`config.mk`:
```
export PLATFORM = sky130hd
export DESIGN_NAME = bus_deserializer
export DESIGN_NICKNAME = d
export VERILOG_FILES = /design/src/rtl/bus_deserializer.sv
export SDC_FILE = /design/constraint.sdc
export NUM_CORES = 1
export LEC_CHECK = 0
export CAP_MARGIN = 5
export CORE_UTILIZATION = 51
export CTS_CLUSTER_DIAMETER = 50
export CTS_CLUSTER_SIZE = 10
export DETAILED_ROUTE_END_ITERATION = 12
export GPL_TIMING_DRIVEN = 0
export PLACE_DENSITY = 0.81
export SYNTH_ARGS = -nofsm -noshare
export SYNTH_HDL_FRONTEND = slang
export SYNTH_SLANG_ARGS = --single-unit
export TNS_END_PERCENT = 30
```
`constraint.sdc`:
```
create_clock -name clk -period 3.2 [get_ports clk]
set_input_delay 0.64 -clock clk [delete_from_list [all_inputs] [get_ports clk]]
set_output_delay 0.64 -clock clk [all_outputs]
set_load 0.02 [all_outputs]
```
`src/rtl/bus_deserializer.sv`:
```
// bus_deserializer: receive side of the 8-bit crypto-accelerator bus.
// Bytes arrive LSB-first over a valid/ready handshake. Every fourth accepted
// byte completes an ADDRW+8-bit transaction word, which is pushed into a
// 2-entry in-order FIFO so bus transfers can continue while the consumer stalls.
module bus_deserializer #(
  parameter int ADDRW = 24
) (
  input  logic               clk,
  input  logic               rst_n,
  input  logic [7:0]         data_in,
  input  logic               valid_in,
  output logic               bus_ready,
  output logic [ADDRW+7:0]   word_out,
  output logic [ADDRW-1:0]   addr_out,
  output logic [7:0]         byte_out,
  output logic               word_valid,
  input  logic               word_ready
);

  localparam int WORDW = ADDRW + 8;
  // Bytes 0..2 are held in lanes; byte 3 goes straight from data_in to the FIFO.
  localparam int NPART = 3;

  logic [1:0]         cnt_reg;
  logic [8*NPART-1:0] part_word;
  logic [WORDW-1:0]   fifo_mem [2];
  logic               wr_ptr_reg;
  logic               rd_ptr_reg;
  logic [1:0]         occ_reg;

  logic fifo_full;
  logic xfer;
  logic push;
  logic pop;

  // Only a completing byte can be blocked; partial bytes always have a lane.
  assign fifo_full  = (occ_reg == 2'd2);
  assign bus_ready  = !((cnt_reg == 2'd3) && fifo_full);
  assign xfer       = valid_in && bus_ready;
  assign push       = xfer && (cnt_reg == 2'd3);
  assign word_valid = (occ_reg != 2'd0);
  assign pop        = word_valid && word_ready;

  // Byte counter: advances once per accepted byte, wraps 3 -> 0.
  always_ff @(posedge clk or negedge rst_n) begin
    if (!rst_n) begin
      cnt_reg <= 2'd0;
    end else if (xfer) begin
      cnt_reg <= cnt_reg + 2'd1;
    end
  end

  // One byte lane per partial position; lane gi captures the byte seen at cnt==gi.
  genvar gi;
  generate
    for (gi = 0; gi < NPART; gi++) begin : g_lane
      logic [7:0] lane_reg;

      // Capture this lane's byte when the counter points at it.
      always_ff @(posedge clk or negedge rst_n) begin
        if (!rst_n) begin
          lane_reg <= 8'd0;
        end else if (xfer && (cnt_reg == 2'(gi))) begin
          lane_reg <= data_in;
        end
      end

      assign part_word[gi*8 +: 8] = lane_reg;
    end
  endgenerate

  // FIFO storage: the completing byte is merged with the lanes on the push edge.
  always_ff @(posedge clk) begin
    if (push) begin
      fifo_mem[wr_ptr_reg] <= {data_in, part_word};
    end
  end

  // FIFO pointers and occupancy; push and pop on one edge leave occupancy unchanged.
  always_ff @(posedge clk or negedge rst_n) begin
    if (!rst_n) begin
      wr_ptr_reg <= 1'b0;
      rd_ptr_reg <= 1'b0;
      occ_reg    <= 2'd0;
    end else begin
      if (push) begin
        wr_ptr_reg <= ~wr_ptr_reg;
      end
      if (pop) begin
        rd_ptr_reg <= ~rd_ptr_reg;
      end
      case ({push, pop})
        2'b10:   occ_reg <= occ_reg + 2'd1;
        2'b01:   occ_reg <= occ_reg - 2'd1;
        default: occ_reg <= occ_reg;
      endcase
    end
  end

  // Head entry is masked to zero when empty so stale storage never leaks out.
  assign word_out = word_valid ? fifo_mem[rd_ptr_reg] : '0;
  assign addr_out = word_out[WORDW-1:8];
  assign byte_out = word_out[7:0];

endmodule

```
==> flow_summary.yaml <==
cells_and_area:
  final_util: 0.687
  ff_latch_area_um2: 2670
  drive_gt1_frac: 0.252
  antenna_cells: 0
  area_growth_pct: 26.9
  largest_register_ffs: 64
  nFillCells: 525
  multi_input_area_um2: 1030
  nets: 357
worst_setup_path:
  required_ps: 2560
  path_class: "reg -> out"
  path_cells: "nor2_1 > clkbuf_2 > nor2_1 > buf_4 > clkdlybuf4s50_1"
  crit_family: "buffers and inverters"
  rr_worst_depth: 3
  cp_common_cell: "nor2_1"
  r2r_setup_slack_ps: 1070
  r2r-start: "cnt_reg[0]$_DFFE_PN0P_"
  path_max_fanout: 10
  critPathSlowestCell: "clkdlybuf4s50_1"
  cpPeakStageDelay_ps: 520
  r2r-end: "fifo_mem[0][8]$_DFFE_PP_"
  crit_buf_inv: 3
  critPathLaunchType: "flop"
  cp_data_arrival_time_ps: 2390
  endpoint_kind: "output port"
logic_synthesis:
  synthesis.instances: 252
  synth.ff_latch_count: 94
  yosysTopAreaCellShare: 0.479
  syn_avg_cell_area_um2: 15.9
  synthTopCellsByCount: "edfxtp_1, nor2_1, buf_4, mux2i_1, dfrtp_1"
  async_flop_share: 0.319
  yosysTopAreaCell: "edfxtp_1"
  synth_edf_count: 64
  synth-main-ff-cell: "edfxtp_1"
  yosysWarnings: 0
  synth_most_common_cell: "edfxtp_1"
  syn_area_um2: 4010
  ys_types: 20
  netlist_top_cells_area: "edfxtp_1, dfrtp_1, mux2_4"
  ys_seq_area_frac: 0.666
  synth_nets: 269
floorplan:
  io_pins: 78
  die_h_um: 90.7
  dieArea_um2: 8220
  num_rows: 31
  fp.coreArea_um2: 7410
  die_width_um: 90.7
  initial_utilization: 0.541
timing:
  worst_pin_slew_ps: 965
  hold_viol: 0
  max_clock_freq_ghz: 0.330
  slew_viol_final: 0
  period_minus_slack_ps: 3030
  fin_crit_sh: 0.947
  rsz0062_at_grt: "false"
  finClkSkew_ps: 14.1
  finalSetupViolations: 0
  worst_slew_margin_rel: 0.355
clock_tree:
  cts_sinks: 94
  path_clk_slew_ps: 90
  clk_latency_ps: 350
  root_buffer: "clkbuf_8"
  cts-htree-levels: 3
  numCtsBuffers: 9
  cts_tree: "yes"
  cts_buffer_depth: 2
  post_cts_buffers: 0
route:
  first_pass_iters: 4
  routed_wl_mm: 6.97
  drt_iter0_drc: 68
  vias_per_cell: 4.87
  detailroute.via_count: 2163
  wl_per_cell_um: 15.7
  drc: 0
  final_antenna_net_count: 0
global_routing:
  grt_pass1_vias: 2236
  track_usage: 0.184
  grt_pass1_wl_mm: 11.2
  antenna_found_initial: 0
  grt_overflow: 0
  grt_max_degree: 33
pwr:
  power_density_nw_per_um2: 1090
  switching_share: 0.356
  p_leak_uw: 0.00207
  p_int_uw: 3590
  ir_drop_uv: 542
  combPwrFrac: 0.531
  p_sw_uw: 1980
  power_uw: 5570
  seq_power_share: 0.346
  pwr-share-clk: 0.124
job:
  cap_violations: 0
status:
  status: "finished, final reports clean"
worst_hold_path:
  hold_path_class: "in -> async"
placed_design:
  io_buffers: 77
  gp_congestion: 0.705
  hpwl_mm: 4.64
==> repair_timing <==
item / in CTS / in global routing
resized for setup: 3 / 0
hold buffers: 0 / 0
setup endpoints to repair: 19 / 0
==> power by group through the flow <==
| stage | combinational [uW] | clock [uW] | sequential, uW |
|---|---|---|---|
| final | 2960 | 689 | 1930 |
| after global routing | 3160 | 739 | 1960 |
| after CTS | 2990 | 699 | 1930 |
| after detailed placement | 2980 | 0 | 1950 |
| after global placement | 2910 | 0 | 1920 |
| after floorplan | 1870 | 0 | 1880 |
==> layer usage <==
metal	part of all wire	vias to the layer above	track usage	routed length [um]
met3	0.039	14	0.0295	270
met4	0.023	0	0.103	157
met2	0.51	66	0.317	3580
li1	-	1023	-	-
met5	0	-	0	0
met1	0.43	1060	0.220	2970
==> layout make-up <==
cell class | count | area share
well taps | 99 | 0.0243
plain buffers | 42 | 0.0607
inverters | 4 | 0.00295
clock buffers | 13 | 0.0293
clock inverters | 3 | 0.00418
flip-flops and latches | 94 | 0.525
multi-input cells | 112 | 0.203
repair buffers | 77 | 0.150
==> logic make-up after synthesis <==
kind of cell	after synthesis	synth area share
flip-flops	94	0.666
XOR/XNOR	6	0.0131
AND/OR/NAND/NOR	44	0.0527
adder cells (fa/ha/maj)	5	0.0156
buffers and inverters	46	0.0798
multiplexers	57	0.172
==> cells in the final DEF (no fill, tap or decap) <==
cell	instances
clkbuf_1	3
clkdlybuf4s50_1	76
clkbuf_8	10
xnor2_1	4
dfrtp_1	30
clkinv_2	1
mux2_4	24
clkinv_4	1
buf_6	3
or2b_1	1
inv_1	4
mux2_2	1
clkbuf_2	3
xor2_1	2
buf_2	5
clkinvlp_4	1
nand3b_4	1
and2_1	1
nor2_4	2
mux2i_1	32
nor2_1	34
nand2_1	1
buf_4	32
nand3_1	1
and3_4	3
ha_1	5
edfxtp_1	64
==> metrics by stage <==
stage               cells  instance area [um^2]  hold slack, ps  setup WS, ps  TNS, ps
global placement      428                  4910             451          -676   -43120
CTS                   444                  5090             336           120        0
detailed placement    428                  4920             463           319        0
floorplan             252                  4010             344           616        0
finish                444                  5090             321           170        0
global route          444                  5090             366          68.3        0
==> worst max-delay path by stage <==
stage / cells after the start / endpoint / startpoint / slack (ps)
after floorplan: 2 / fifo_mem[0][0]$_DFFE_PP_ / valid_in / 620
after global placement: 3 / fifo_mem[1][24]$_DFFE_PP_ / valid_in / -680
after detailed placement: 5 / word_out[30] / occ_reg[0]$_DFFE_PN0P_ / 320
after CTS: 5 / word_out[30] / occ_reg[0]$_DFFE_PN0P_ / 120
after global routing: 5 / word_out[30] / occ_reg[0]$_DFFE_PN0P_ / 70
final: 5 / word_out[30] / occ_reg[0]$_DFFE_PN0P_ / 170
Note: power is estimated with default switching activity, not from simulation.
